`src/rtl/datapath_issue_arbiter_pkg.sv`:
```
// Shared types and defaults for the datapath issue arbiter.
// Arbiter state encoding and requester index constants.
package arb_pkg;

  typedef enum logic [1:0] {
    IDLE = 2'd0,
    OWN0 = 2'd1,
    OWN1 = 2'd2
  } state_t;

  localparam logic SRC_RQ0 = 1'b0;
  localparam logic SRC_RQ1 = 1'b1;

  localparam int DEF_DATA_W  = 4;
  localparam int DEF_CTRL2_W = 2;
  localparam int DEF_TIMEOUT = 8;
  localparam int DEF_CNT_W   = 4;

endpackage

```
`src/rtl/datapath_issue_arbiter_slot.sv`:
```
// One-deep issue slot feeding the datapath pipeline stage.
// Holds valid, fields and source index; loads only when enabled.
module issue_slot_reg
  import arb_pkg::*;
#(
  parameter int DATA_W  = DEF_DATA_W,
  parameter int CTRL2_W = DEF_CTRL2_W
) (
  input  logic               clk,
  input  logic               rst_n,
  input  logic               i_load,
  input  logic               i_valid,
  input  logic               i_ctrl1,
  input  logic [CTRL2_W-1:0] i_ctrl2,
  input  logic [DATA_W-1:0]  i_data1,
  input  logic [DATA_W-1:0]  i_data2,
  input  logic               i_src,
  output logic               o_valid,
  output logic               o_ctrl1,
  output logic [CTRL2_W-1:0] o_ctrl2,
  output logic [DATA_W-1:0]  o_data1,
  output logic [DATA_W-1:0]  o_data2,
  output logic               o_src
);

  logic               r_valid;
  logic               r_ctrl1;
  logic [CTRL2_W-1:0] r_ctrl2;
  logic [DATA_W-1:0]  r_data1;
  logic [DATA_W-1:0]  r_data2;
  logic               r_src;

  // Slot register: valid follows every load, fields only take real beats.
  always_ff @(posedge clk or negedge rst_n) begin
    if (!rst_n) begin
      r_valid <= 1'b0;
      r_ctrl1 <= 1'b0;
      r_ctrl2 <= '0;
      r_data1 <= '0;
      r_data2 <= '0;
      r_src   <= SRC_RQ0;
    end else if (i_load) begin
      r_valid <= i_valid;
      if (i_valid) begin
        r_ctrl1 <= i_ctrl1;
        r_ctrl2 <= i_ctrl2;
        r_data1 <= i_data1;
        r_data2 <= i_data2;
        r_src   <= i_src;
      end
    end
  end

  assign o_valid = r_valid;
  assign o_ctrl1 = r_ctrl1;
  assign o_ctrl2 = r_ctrl2;
  assign o_data1 = r_data1;
  assign o_data2 = r_data2;
  assign o_src   = r_src;

endmodule

```
`src/rtl/datapath_issue_arbiter.sv`:
```
// Two-requester burst arbiter sharing one issue slot.
// Round-robin at burst edges, owner lock, stall watchdog.
module datapath_issue_arbiter
  import arb_pkg::*;
#(
  parameter int DATA_W  = DEF_DATA_W,
  parameter int CTRL2_W = DEF_CTRL2_W,
  parameter int TIMEOUT = DEF_TIMEOUT,
  parameter int CNT_W   = DEF_CNT_W
) (
  input  logic               clk,
  input  logic               reset,
  input  logic               rq0_valid,
  output logic               rq0_ready,
  input  logic               rq0_last,
  input  logic               rq0_ctrl1,
  input  logic [CTRL2_W-1:0] rq0_ctrl2,
  input  logic [DATA_W-1:0]  rq0_data1,
  input  logic [DATA_W-1:0]  rq0_data2,
  input  logic               rq1_valid,
  output logic               rq1_ready,
  input  logic               rq1_last,
  input  logic               rq1_ctrl1,
  input  logic [CTRL2_W-1:0] rq1_ctrl2,
  input  logic [DATA_W-1:0]  rq1_data1,
  input  logic [DATA_W-1:0]  rq1_data2,
  output logic               out_valid,
  input  logic               out_ready,
  output logic               out_ctrl1,
  output logic [CTRL2_W-1:0] out_ctrl2,
  output logic [DATA_W-1:0]  out_data1,
  output logic [DATA_W-1:0]  out_data2,
  output logic               out_src,
  output logic               timeout_err
);

  localparam logic [CNT_W-1:0] TO_M1 = CNT_W'(TIMEOUT - 1);

  state_t           r_state;
  state_t           w_state_nxt;
  logic             r_rr;
  logic             w_rr_nxt;
  logic [CNT_W-1:0] r_wd;
  logic [CNT_W-1:0] w_wd_nxt;
  logic             r_err;
  logic             w_err_nxt;

  logic w_load_en;
  logic w_sel;
  logic w_rdy0;
  logic w_rdy1;
  logic w_sel_valid;
  logic w_sel_last;
  logic w_xfer;

  assign w_load_en = !out_valid || out_ready;

  // Grant: pick the requester this cycle and raise its ready.
  always_comb begin
    w_sel  = SRC_RQ0;
    w_rdy0 = 1'b0;
    w_rdy1 = 1'b0;
    unique case (r_state)
      IDLE: begin
        if (rq0_valid && rq1_valid) begin
          w_sel = r_rr;
        end else begin
          w_sel = rq1_valid ? SRC_RQ1 : SRC_RQ0;
        end
        if (rq0_valid || rq1_valid) begin
          w_rdy0 = (w_sel == SRC_RQ0) && w_load_en;
          w_rdy1 = (w_sel == SRC_RQ1) && w_load_en;
        end
      end
      OWN0: begin
        w_sel  = SRC_RQ0;
        w_rdy0 = w_load_en;
      end
      OWN1: begin
        w_sel  = SRC_RQ1;
        w_rdy1 = w_load_en;
      end
      default: begin
        w_sel = SRC_RQ0;
      end
    endcase
  end

  assign rq0_ready   = w_rdy0 && reset;
  assign rq1_ready   = w_rdy1 && reset;
  assign w_sel_valid = w_sel ? rq1_valid : rq0_valid;
  assign w_sel_last  = w_sel ? rq1_last : rq0_last;
  assign w_xfer      = w_sel ? (rq1_valid && rq1_ready)
                             : (rq0_valid && rq0_ready);

  // Next state: burst ownership, round-robin pointer, watchdog.
  always_comb begin
    w_state_nxt = r_state;
    w_rr_nxt    = r_rr;
    w_wd_nxt    = r_wd;
    w_err_nxt   = 1'b0;
    unique case (r_state)
      IDLE: begin
        if (w_xfer) begin
          if (w_sel_last) begin
            w_rr_nxt = !w_sel;
          end else begin
            w_state_nxt = w_sel ? OWN1 : OWN0;
            w_wd_nxt    = '0;
          end
        end
      end
      OWN0, OWN1: begin
        if (w_xfer && w_sel_last) begin
          w_state_nxt = IDLE;
          w_rr_nxt    = !w_sel;
          w_wd_nxt    = '0;
        end else if (w_sel_valid) begin
          w_wd_nxt = '0;
        end else if (r_wd == TO_M1) begin
          w_state_nxt = IDLE;
          w_rr_nxt    = !w_sel;
          w_wd_nxt    = '0;
          w_err_nxt   = 1'b1;
        end else begin
          w_wd_nxt = r_wd + 1'b1;
        end
      end
      default: begin
        w_state_nxt = IDLE;
      end
    endcase
  end

  // Arbiter state registers.
  always_ff @(posedge clk or negedge reset) begin
    if (!reset) begin
      r_state <= IDLE;
      r_rr    <= SRC_RQ0;
      r_wd    <= '0;
      r_err   <= 1'b0;
    end else begin
      r_state <= w_state_nxt;
      r_rr    <= w_rr_nxt;
      r_wd    <= w_wd_nxt;
      r_err   <= w_err_nxt;
    end
  end

  assign timeout_err = r_err;

  issue_slot_reg #(
    .DATA_W  (DATA_W),
    .CTRL2_W (CTRL2_W)
  ) u_slot (
    .clk     (clk),
    .rst_n   (reset),
    .i_load  (w_load_en),
    .i_valid (w_xfer),
    .i_ctrl1 (w_sel ? rq1_ctrl1 : rq0_ctrl1),
    .i_ctrl2 (w_sel ? rq1_ctrl2 : rq0_ctrl2),
    .i_data1 (w_sel ? rq1_data1 : rq0_data1),
    .i_data2 (w_sel ? rq1_data2 : rq0_data2),
    .i_src   (w_sel),
    .o_valid (out_valid),
    .o_ctrl1 (out_ctrl1),
    .o_ctrl2 (out_ctrl2),
    .o_data1 (out_data1),
    .o_data2 (out_data2),
    .o_src   (out_src)
  );

endmodule

```
`config.mk`:
```
export PLATFORM = sky130hd
export DESIGN_NAME = datapath_issue_arbiter
export DESIGN_NICKNAME = d
export VERILOG_FILES = /design/src/rtl/datapath_issue_arbiter_pkg.sv /design/src/rtl/datapath_issue_arbiter_slot.sv /design/src/rtl/datapath_issue_arbiter.sv
export SDC_FILE = /design/constraint.sdc
export NUM_CORES = 1
export LEC_CHECK = 0
export CAP_MARGIN = 25
export CORE_MARGIN = 1
export CORE_UTILIZATION = 47
export DETAILED_ROUTE_END_ITERATION = 6
export GPL_TIMING_DRIVEN = 0
export PLACE_DENSITY_LB_ADDON = 0.12
export SETUP_SLACK_MARGIN = 0.02
export SYNTH_ARGS = -nofsm -noshare
export SYNTH_HDL_FRONTEND = slang
export SYNTH_SLANG_ARGS = --single-unit
```
`constraint.sdc`:
```
create_clock -name clk -period 2.71 [get_ports clk]
set_input_delay 0.4065 -clock clk [delete_from_list [all_inputs] [get_ports clk]]
set_output_delay 0.4065 -clock clk [all_outputs]
set_load 0.02 [all_outputs]
```
==> flow_summary.ini, run 1 <==
[sta]
rsz0062_at_grt = no
setup_viol = 0
finalHoldViolCount = 0
period_needed_ps = 2245
fin_skew_ps = 11.53
slew_viol_final = 0
worst_pin_slew_ps = 373.2
max_freq_ghz = 0.4454
finalSetupTns_ps = 0
fin_hold_ws_ps = 61.40
slew_headroom_pct = 75.10
fin_crit_sh_pct = 82.85

[critical_path]
worst_r2r_path_depth = 9
path_class = flip-flop to output pin
critPathLaunch = r_state[0]$_DFFE_PN0P_
crit-reg2reg-capture = u_slot.o_data2[0]$_DFFE_PN0P_
critPathArrivalTime_ps = 1840
path_cells = inv_1 -> ha_1 -> buf_2 -> a31oi_2 -> nor2_1 -> dlymetal6s2s_1
reg2reg_setup_slack_ps = 620
timing.rr.start = r_state[0]$_DFFE_PN0P_
cp-end-kind = output pin
slowest_stage = dfrtp_1
path_depth = 6
crit_buf_inv = 3
cpPeakStageDelay_ps = 420
cp-endpoint = rq1_ready
cp_max_fo = 10
worstPathRequired_ps = 2300
cpLargestDelayFamily = buffers and inverters
cp-start-kind = flip-flop

[synthesis]
yosysSeqAreaShare_pct = 42.55
synthArstFlopShare_pct = 100.0
ys_ff_latch = 21
synth_top_area_cell = dfrtp_1
syn_inst = 132
synthTopCellsByArea = dfrtp_1, mux2i_1, nand2_1
synth_top_area_share_pct = 42.55
syn-mean-instance-area_um2 = 9.356
syn_area_um2 = 1235
ys_warn_count = 0
synthDistinctLibCells = 35
ys.flop_type = dfrtp_1
syn-num-nets = 165
synth_edf_count = 0

[clock_network]
tritoncts = done
cts.sinks = 21
root_buffer = clkbuf_4
clkLatencyLatePin_ps = 300
post_cts.repair.setup_buffers = 0
path_clk_slew_ps = 120
htreeDepth = 1
clockBufferDepth = 2
cts_inserted_buffers = 3
hold_buffers = 0

[min_path]
hp-class = primary input to async pin

[die]
ioPinCount = 45
die-area_um2 = 2837
die-height_um = 53.26
start_util_pct = 49.85
core_region_area_um2 = 2477
fp-row-count = 18
die_w_um = 53.26

[route]
drt_iter0_markers = 17
vias = 1171
detail_route.first_pass.iterations = 4
wire_per_inst_um = 13.17
via_per_inst = 5.576
drtAntennaViolNets = 0
routed_wl_um = 2766
drc_errors = 0

[layout]
fin_area_um2 = 1767
diodes = 0
final_nets = 214
drive_gt1_share_pct = 8.889
area_growth_pct = 43.06

[place]
place_area_um2 = 1703
place_hpwl_um = 2082
port-buffer-count = 43
gp_congestion = 0.7676

[global_routing]
grt_use_total_pct = 21.56
overflow = 0
grt_max_degree = 24
antenna_found_initial = 0
grt_pass1_vias = 1055
grt_pass1_wl_um = 4491

[status]
run_status = finished clean

[power_and_ir_drop]
power_density_nw_per_um2 = 901.5
leakage_nw = 0.8245
ir_drop_uv = 589.8

[flow_run]
maxCapViolCount = 0
==> logic make-up after synthesis <==
| kind of cell | synth area share (%) |
|---|---|
| AOI/OAI and AO/OA | 21.28 |
| and+or+nand+nor | 18.34 |
| DFF | 42.55 |
| adders and majority gates | 4.053 |
| buffers and inverters | 4.863 |
| muxes | 8.916 |
==> per-stage QoR <==
stage / instances / worst slack, ps / util [%] / power, mW
finish: 210 / 464.8 / 71.31 / 1.593
global route: 210 / 318.0 / 71.31 / 1.715
CTS: 209 / 26.85 / 69.90 / 1.595
detailed placement: 205 / -283.0 / 68.74 / 1.444
global placement: 205 / -248.6 / 68.74 / 1.419
floorplan: 132 / 848.9 / - / 1.090
==> per-layer routing <==
metal | share of wire, % | GRT usage, % | vias up | wire length [um]
met2 | 51 | 37.71 | 44 | 1410
met5 | 0 | 0 | - | 0
met4 | 0.40 | 5.263 | 0 | 11
met3 | 6.8 | 4.885 | 2 | 187
li1 | - | - | 570 | -
met1 | 42 | 26.34 | 555 | 1156
==> Yosys cell counts, types with 2 or more instances <==
| master | count |
|---|---|
| a21o_1 | 2 |
| a21oi_1 | 5 |
| buf_2 | 6 |
| clkbuf_1 | 2 |
| dfrtp_1 | 21 |
| ha_1 | 4 |
| inv_1 | 4 |
| mux2i_1 | 11 |
| nand2_1 | 19 |
| nand2b_1 | 4 |
| nand3_1 | 6 |
| nand3b_1 | 3 |
| nand4_1 | 2 |
| nor2_1 | 5 |
| nor2b_1 | 4 |
| o211ai_1 | 2 |
| o21ai_0 | 14 |
==> power by group <==
| part | internal, mW | switching [mW] | leakage [nW] |
|---|---|---|---|
| clock | 0.0548 | 0.0917 | 0.0177 |
| sequential | 0.438 | 0.0911 | 0.268 |
| combinational | 0.429 | 0.488 | 0.539 |
==> placed cells by master (no fill, tap or decap), drive strengths merged, types with 2 or more instances in the layout <==
cell type	n
nand4	2
mux2i	11
clkdlybuf4s50	40
o21ai	14
nand3b	3
dfrtp	21
a21o	2
a31oi	2
nand3	6
nor2b	4
nand2b	4
nor2	5
inv	4
buf	8
dlymetal6s2s	2
ha	4
nand2	19
a21oi	5
clkbuf	5
o211ai	2
==> how the worst min path moves through the flow <==
stage,cells past startpoint,slack [ps],start,end
5_1_grt,1,50,reset,r_state[1]$_DFFE_PN0P_
2_1_floorplan,0,110,reset,r_rr$_DFFE_PN0P_
3_3_place_gp,2,460,u_slot.o_data1[3]$_DFFE_PN0P_,u_slot.o_data1[3]$_DFFE_PN0P_
4_1_cts,1,380,reset,r_state[1]$_DFFE_PN0P_
6_report,1,60,reset,r_state[1]$_DFFE_PN0P_
3_5_place_dp,2,470,u_slot.o_data2[3]$_DFFE_PN0P_,u_slot.o_data2[3]$_DFFE_PN0P_
==> area by class of cell <==
class                           instances  area, um2
Sequential cell                        21      525.5
Clock inverter                          1      5.005
Inverter                                4      15.01
Timing Repair Buffer                   44      462.9
Tap cell                               30      37.54
Buffer                                  9      48.80
Clock buffer                            3      22.52
Fill cell                             198      710.7
Multi-Input combinational cell         98      649.4
==> state kept, by name (all words and copies together), names as in the netlist <==
name            count
u_slot.o_data2      4
r_rr                1
u_slot.o_data1      4
r_wd                4
u_slot.o_ctrl1      1
timeout_err         1
u_slot.o_src        1
u_slot.o_ctrl2      2
r_state             2
u_slot.o_valid      1
==> what timing repair did <==
item | CTS | global route
resized for setup | 3 | 4
endpoints found under the setup margin | 2 | 2
gates cloned | 0 | 0
Note: power is estimated with default switching activity, not from simulation.
==> inputs of run 2 (changes only) <==
--- a/config.mk
+++ b/config.mk
@@ -7,7 +7,7 @@
 export LEC_CHECK = 0
 export CAP_MARGIN = 25
 export CORE_MARGIN = 1
-export CORE_UTILIZATION = 47
+export CORE_UTILIZATION = 40
 export DETAILED_ROUTE_END_ITERATION = 6
 export GPL_TIMING_DRIVEN = 0
 export PLACE_DENSITY_LB_ADDON = 0.12
==> constraint.sdc (replaced) <==
create_clock -name clk -period 2 [get_ports clk]
set_input_delay 0.3 -clock clk [delete_from_list [all_inputs] [get_ports clk]]
set_output_delay 0.3 -clock clk [all_outputs]
set_load 0.02 [all_outputs]
==> run 2 against run 1 <==
Against the previous run:
- the flow now finishes with violations (design-rule violations)
- cell count grew 2.9%
- sequential power grew 34%
- design area grew 5.0%
- register-to-register slack lost 510 ps
- first-iteration DRC count grew 110%
- largest power group unchanged
- highest routed layer unchanged
- total power grew 47%
- non-clock buffer count grew 5
- sequential share of layout area shrank 1.4 points
- combinational power grew 55%
- worst setup slack lost 370 ps
- global-route usage shrank 1.9 points
- count of clock-buffer cells in the layout is the same
==> flow_summary.ini, run 2 (same netlist as run 1, synthesis figures left out) <==
[place]
dp_cells = 206
place_hpwl_um = 2185
port-buffer-count = 43
gp_congestion = 0.8183

[critical_path]
critPathArrivalTime_ps = 2100
reg2reg_setup_slack_ps = 110
cp-end-kind = flip-flop
cp-start-kind = primary input
worstPathRequired_ps = 2200
timing.rr.start = r_state[0]$_DFFE_PN0P_
crit-reg2reg-capture = r_state[0]$_DFFE_PN0P_
path_class = primary input to flip-flop
worst_r2r_path_depth = 8
cp_max_fo = 5

[layout]
layout_common_cells = clkdlybuf4s50_1, dfrtp_1, nand2_1
area_growth_pct = 50.15
final_common_cell = clkdlybuf4s50_1
final_nets = 219
drive_gt1_share_pct = 16.22
diodes = 0
fin_cells = 216

[clock_network]
cts_inserted_buffers = 3
htreeDepth = 1
tritoncts = done
root_buffer = clkbuf_4
clockBufferDepth = 2
cts.sinks = 21
clkLatencyLatePin_ps = 300
path_clk_slew_ps = 120

[power_and_ir_drop]
ir_drop_uv = 666.7
p_total_mw = 2.334
leakage_nw = 0.8354
power_density_nw_per_um2 = 1259

[global_routing]
overflow = 0
grt_pass1_wl_um = 5092
grt_pass1_vias = 1198
grt_max_degree = 24
grt_use_total_pct = 19.68
antenna_found_initial = 0

[die]
ioPinCount = 45
start_util_pct = 43.65
die-height_um = 57.57
die-area_um2 = 3314
core_region_area_um2 = 2829
die_w_um = 57.57
fp-row-count = 19

[sta]
fin_skew_ps = 7.726
max_freq_ghz = 0.5245
period_needed_ps = 1906
worst_pin_slew_ps = 604.7
fin_crit_sh_pct = 95.32
finalHoldViolCount = 0
slew_viol_final = 0
setup_viol = 0
rsz0062_at_grt = yes
slew_headroom_pct = 59.69

[route]
via_per_inst = 5.426
drt_iter0_markers = 35
routed_wl_um = 3087
drc_errors = 3
detail_route.first_pass.iterations = 6
vias = 1172
drtAntennaViolNets = 0
wire_per_inst_um = 14.29

[flow_run]
maxCapViolCount = 0

[min_path]
hp-class = primary input to async pin

[status]
violations = design-rule violations
run_status = finished, violations left
[run 2: changes by cell type in the layout (fill, tap and decap cells not counted), sizes merged]
cell	previous run	this run
dlymetal6s2s	2	0
clkbuf	5	6
buf	8	14
[run 2: area by class of cell]
type | instances | area, um2
Buffer | 8 | 71.32
Clock buffer | 3 | 22.52
Clock inverter | 1 | 5.005
Fill cell | 249 | 974.7
Inverter | 4 | 15.01
Multi-Input combinational cell | 98 | 699.4
Sequential cell | 21 | 525.5
Tap cell | 31 | 38.79
Timing Repair Buffer | 50 | 476.7
[run 2: worst max-delay path: stages]
cell and delay [ps]:
clkdlybuf4s50_1 600, nand2b_1 180, a31o_1 300, a211oi_4 370, buf_4 180, nand3b_1 100
nand3_1 80
[run 2: stage by stage]
stage	setup slack, ps	instance area (um2)	util, %	hold WS [ps]	setup TNS, ps
2_1_floorplan	178.1	1235	-	4.409	0
3_3_place_gp	-803.0	1704	60.24	460.6	-14830
3_5_place_dp	-826.3	1704	60.24	469.3	-15300
4_1_cts	9.628	1787	63.16	81.09	0
5_1_grt	-8.479	1854	65.55	96.31	-12.95
6_report	93.58	1854	65.55	76.80	0
[run 2: metal layers]
metal | share of wire (%) | up-vias | global-route usage [%]
li1 | - | 579 | -
met5 | 0 | - | 0
met2 | 49 | 45 | 34.55
met4 | 1.4 | 0 | 6.969
met1 | 44 | 542 | 23.62
met3 | 6.3 | 6 | 4.308
[run 2: worst max-delay path by stage]
| stage | start | to | slack [ps] | cells past startpoint |
|---|---|---|---|---|
| after floorplan | r_state[0]$_DFFE_PN0P_ | r_wd[2]$_DFFE_PN0P_ | 180 | 8 |
| after global placement | reset | r_wd[2]$_DFFE_PN0P_ | -800 | 5 |
| after detailed placement | reset | r_wd[2]$_DFFE_PN0P_ | -830 | 5 |
| after CTS | r_state[0]$_DFFE_PN0P_ | rq1_ready | 10 | 6 |
| after global routing | r_state[0]$_DFFE_PN0P_ | r_state[0]$_DFFE_PN0P_ | -8 | 8 |
| final | rq0_valid | r_state[0]$_DFFE_PN0P_ | 90 | 7 |
[run 2: timing repair]
item                       in CTS  in global routing
pin swaps                       2                  4
setup endpoints to repair      22                 21
buffers inserted                4                  3
hold buffers                    0                  0
resized for setup              16                 15
[run 2: power by group]
| part | total (mW) | internal [mW] | switching [mW] |
|---|---|---|---|
| registers | 0.708 | 0.594 | 0.115 |
| clock network | 0.204 | 0.0744 | 0.129 |
| logic | 1.42 | 0.695 | 0.727 |
| total | 2.33 | 1.36 | 0.971 |
==> inputs of run 3 (changes only) <==
--- a/config.mk
+++ b/config.mk
@@ -11,6 +11,7 @@
 export DETAILED_ROUTE_END_ITERATION = 6
 export GPL_TIMING_DRIVEN = 0
 export PLACE_DENSITY_LB_ADDON = 0.12
+export REMOVE_ABC_BUFFERS = 1
 export SETUP_SLACK_MARGIN = 0.02
 export SYNTH_ARGS = -nofsm -noshare
 export SYNTH_HDL_FRONTEND = slang
==> run 3 against run 2 <==
Against the previous run:
- the run still ends with design-rule violations left
- critical endpoint is now r_rr$_DFFE_PN0P_
- worst hold slack improved by 2.7 ps
- combinational power rose by 6%
- wire length barely moved
- register-to-register slack got worse by 50 ps
- worst setup slack got worse by 37 ps
- design area rose by 4.4%
- global-route usage fell by 0.77 points
- via count rose by 1.4%
- maximum frequency fell by 1.9%
- clock skew fell by 4.4 ps
- die area did not move
- sequential cell count did not move
==> flow_summary.ini, run 3 (same netlist as run 1, synthesis figures left out) <==
[sta]
max_freq_ghz = 0.5146
finalSetupTns_ps = 0
fin_hold_ws_ps = 79.49
slew_viol_final = 0
slew_headroom_pct = 58.32
fin_crit_sh_pct = 97.16
worst_pin_slew_ps = 625.2
period_needed_ps = 1943
finalHoldViolCount = 0
rsz0062_at_grt = yes
setup_viol = 0
fin_skew_ps = 3.351

[die]
die-height_um = 57.57
fp-row-count = 19
die-area_um2 = 3314
ioPinCount = 45
start_util_pct = 43.65
core_region_area_um2 = 2829
die_w_um = 57.57

[critical_path]
cp-endpoint = r_rr$_DFFE_PN0P_
cpPeakStageDelay_ps = 420
critPathArrivalTime_ps = 2180
slowest_stage = dfrtp_1
crit-reg2reg-capture = r_rr$_DFFE_PN0P_
cp-start-kind = flip-flop
reg2reg_setup_slack_ps = 60
path_depth = 8
worstPathRequired_ps = 2240
cp_max_fo = 4
critPathLaunch = r_state[1]$_DFFE_PN0P_
cpLargestDelayFamily = compound AO/OA/AOI/OAI gates
timing.rr.start = r_state[1]$_DFFE_PN0P_
crit_buf_inv = 3
path_class = flip-flop to flip-flop
worst_r2r_path_depth = 8
path_cells = inv_2 -> ha_4 -> buf_4 -> buf_6 -> a311oi_4 -> a21oi_2 -> or3_1 -> nand3_1
cp-end-kind = flip-flop

[route]
wire_per_inst_um = 14.17
routed_wl_um = 3088
via_per_inst = 5.450
drt_iter0_markers = 44
detail_route.first_pass.iterations = 6
drc_errors = 1
vias = 1188
drtAntennaViolNets = 0

[clock_network]
hold_buffers = 0
cts.sinks = 21
clockBufferDepth = 2
root_buffer = clkbuf_4
clkLatencyLatePin_ps = 290
tritoncts = done
cts_inserted_buffers = 3
path_clk_slew_ps = 120
htreeDepth = 1

[global_routing]
overflow = 0
antenna_found_initial = 0
grt_pass1_wl_um = 4871
grt_pass1_vias = 1160
grt_max_degree = 25
grt_use_total_pct = 18.91

[layout]
fin_util_pct = 68.42
area_growth_pct = 56.74
drive_gt1_share_pct = 18.72
final_nets = 221
final_common_cell = clkdlybuf4s50_1
fin_cells = 218
fill_cells = 240
diodes = 0
layout_common_cells = clkdlybuf4s50_1, dfrtp_1, nand2_1

[min_path]
hp-class = primary input to async pin

[status]
violations = design-rule violations
run_status = finished, violations left

[place]
place_hpwl_um = 2113
dp_cells = 200
port-buffer-count = 44
gp_congestion = 0.7236

[power_and_ir_drop]
power_density_nw_per_um2 = 1250
leakage_nw = 0.8560
ir_drop_uv = 522.4

[flow_run]
maxCapViolCount = 0
run 3: changes by cell type in the layout (fill, tap and decap cells not counted), moves of 2 or more:
| cell | previous run | this run |
|---|---|---|
| ha_4 | 0 | 2 |
| buf_8 | 0 | 2 |
| dlygate4sd2_1 | 0 | 2 |
| ha_1 | 4 | 2 |
run 3: cell type report:
class	instances	area, um2	area share (%)
well taps	31	38.79	2.004
clock buffers	4	26.28	1.357
inverters	4	15.01	0.7757
flip-flops and latches	21	525.5	27.15
repair buffers	60	581.8	30.06
multi-input cells	98	748.2	38.66
run 3: worst min path at each step:
| stage | to | slack [ps] | depth (start not counted) |
|---|---|---|---|
| after floorplan | r_rr$_DFFE_PN0P_ | 4 | 0 |
| after global placement | u_slot.o_ctrl2[0]$_DFFE_PN0P_ | 460 | 2 |
| after detailed placement | u_slot.o_ctrl1$_DFFE_PN0P_ | 480 | 2 |
| after CTS | r_state[1]$_DFFE_PN0P_ | 100 | 1 |
| after global routing | r_state[1]$_DFFE_PN0P_ | 120 | 1 |
| final | r_state[1]$_DFFE_PN0P_ | 80 | 1 |
run 3: where the power goes:
part	total, mW	switching [mW]	internal, mW
sequential	0.707	0.113	0.594
combinational	1.51	0.755	0.754
clock	0.204	0.126	0.0775
run 3: repair_timing:
action,4_1_cts,5_1_grt
pin swaps,3,7
setup endpoints to repair,22,6
setup buffers,7,7
gates resized for setup,17,12
run 3: through the flow:
step / worst slack (ps) / power, mW / cell area (um2)
after floorplan: -719.3 / 1.442 / 1190
after global placement: -1969 / 1.885 / 1669
after detailed placement: -901.5 / 1.954 / 1705
after CTS: 18.98 / 2.304 / 1843
after global routing: -25.06 / 2.581 / 1936
final: 56.82 / 2.419 / 1936
run 3: per-layer routing:
layer	GRT usage [%]	routed length [um]	share of wire (%)	vias to the layer above
li1	-	-	-	583
met1	22.70	1269	41	572
met2	32.72	1609	52	31
met3	4.082	191	6.2	2
met4	7.666	17	0.55	0
met5	0	0	0	-
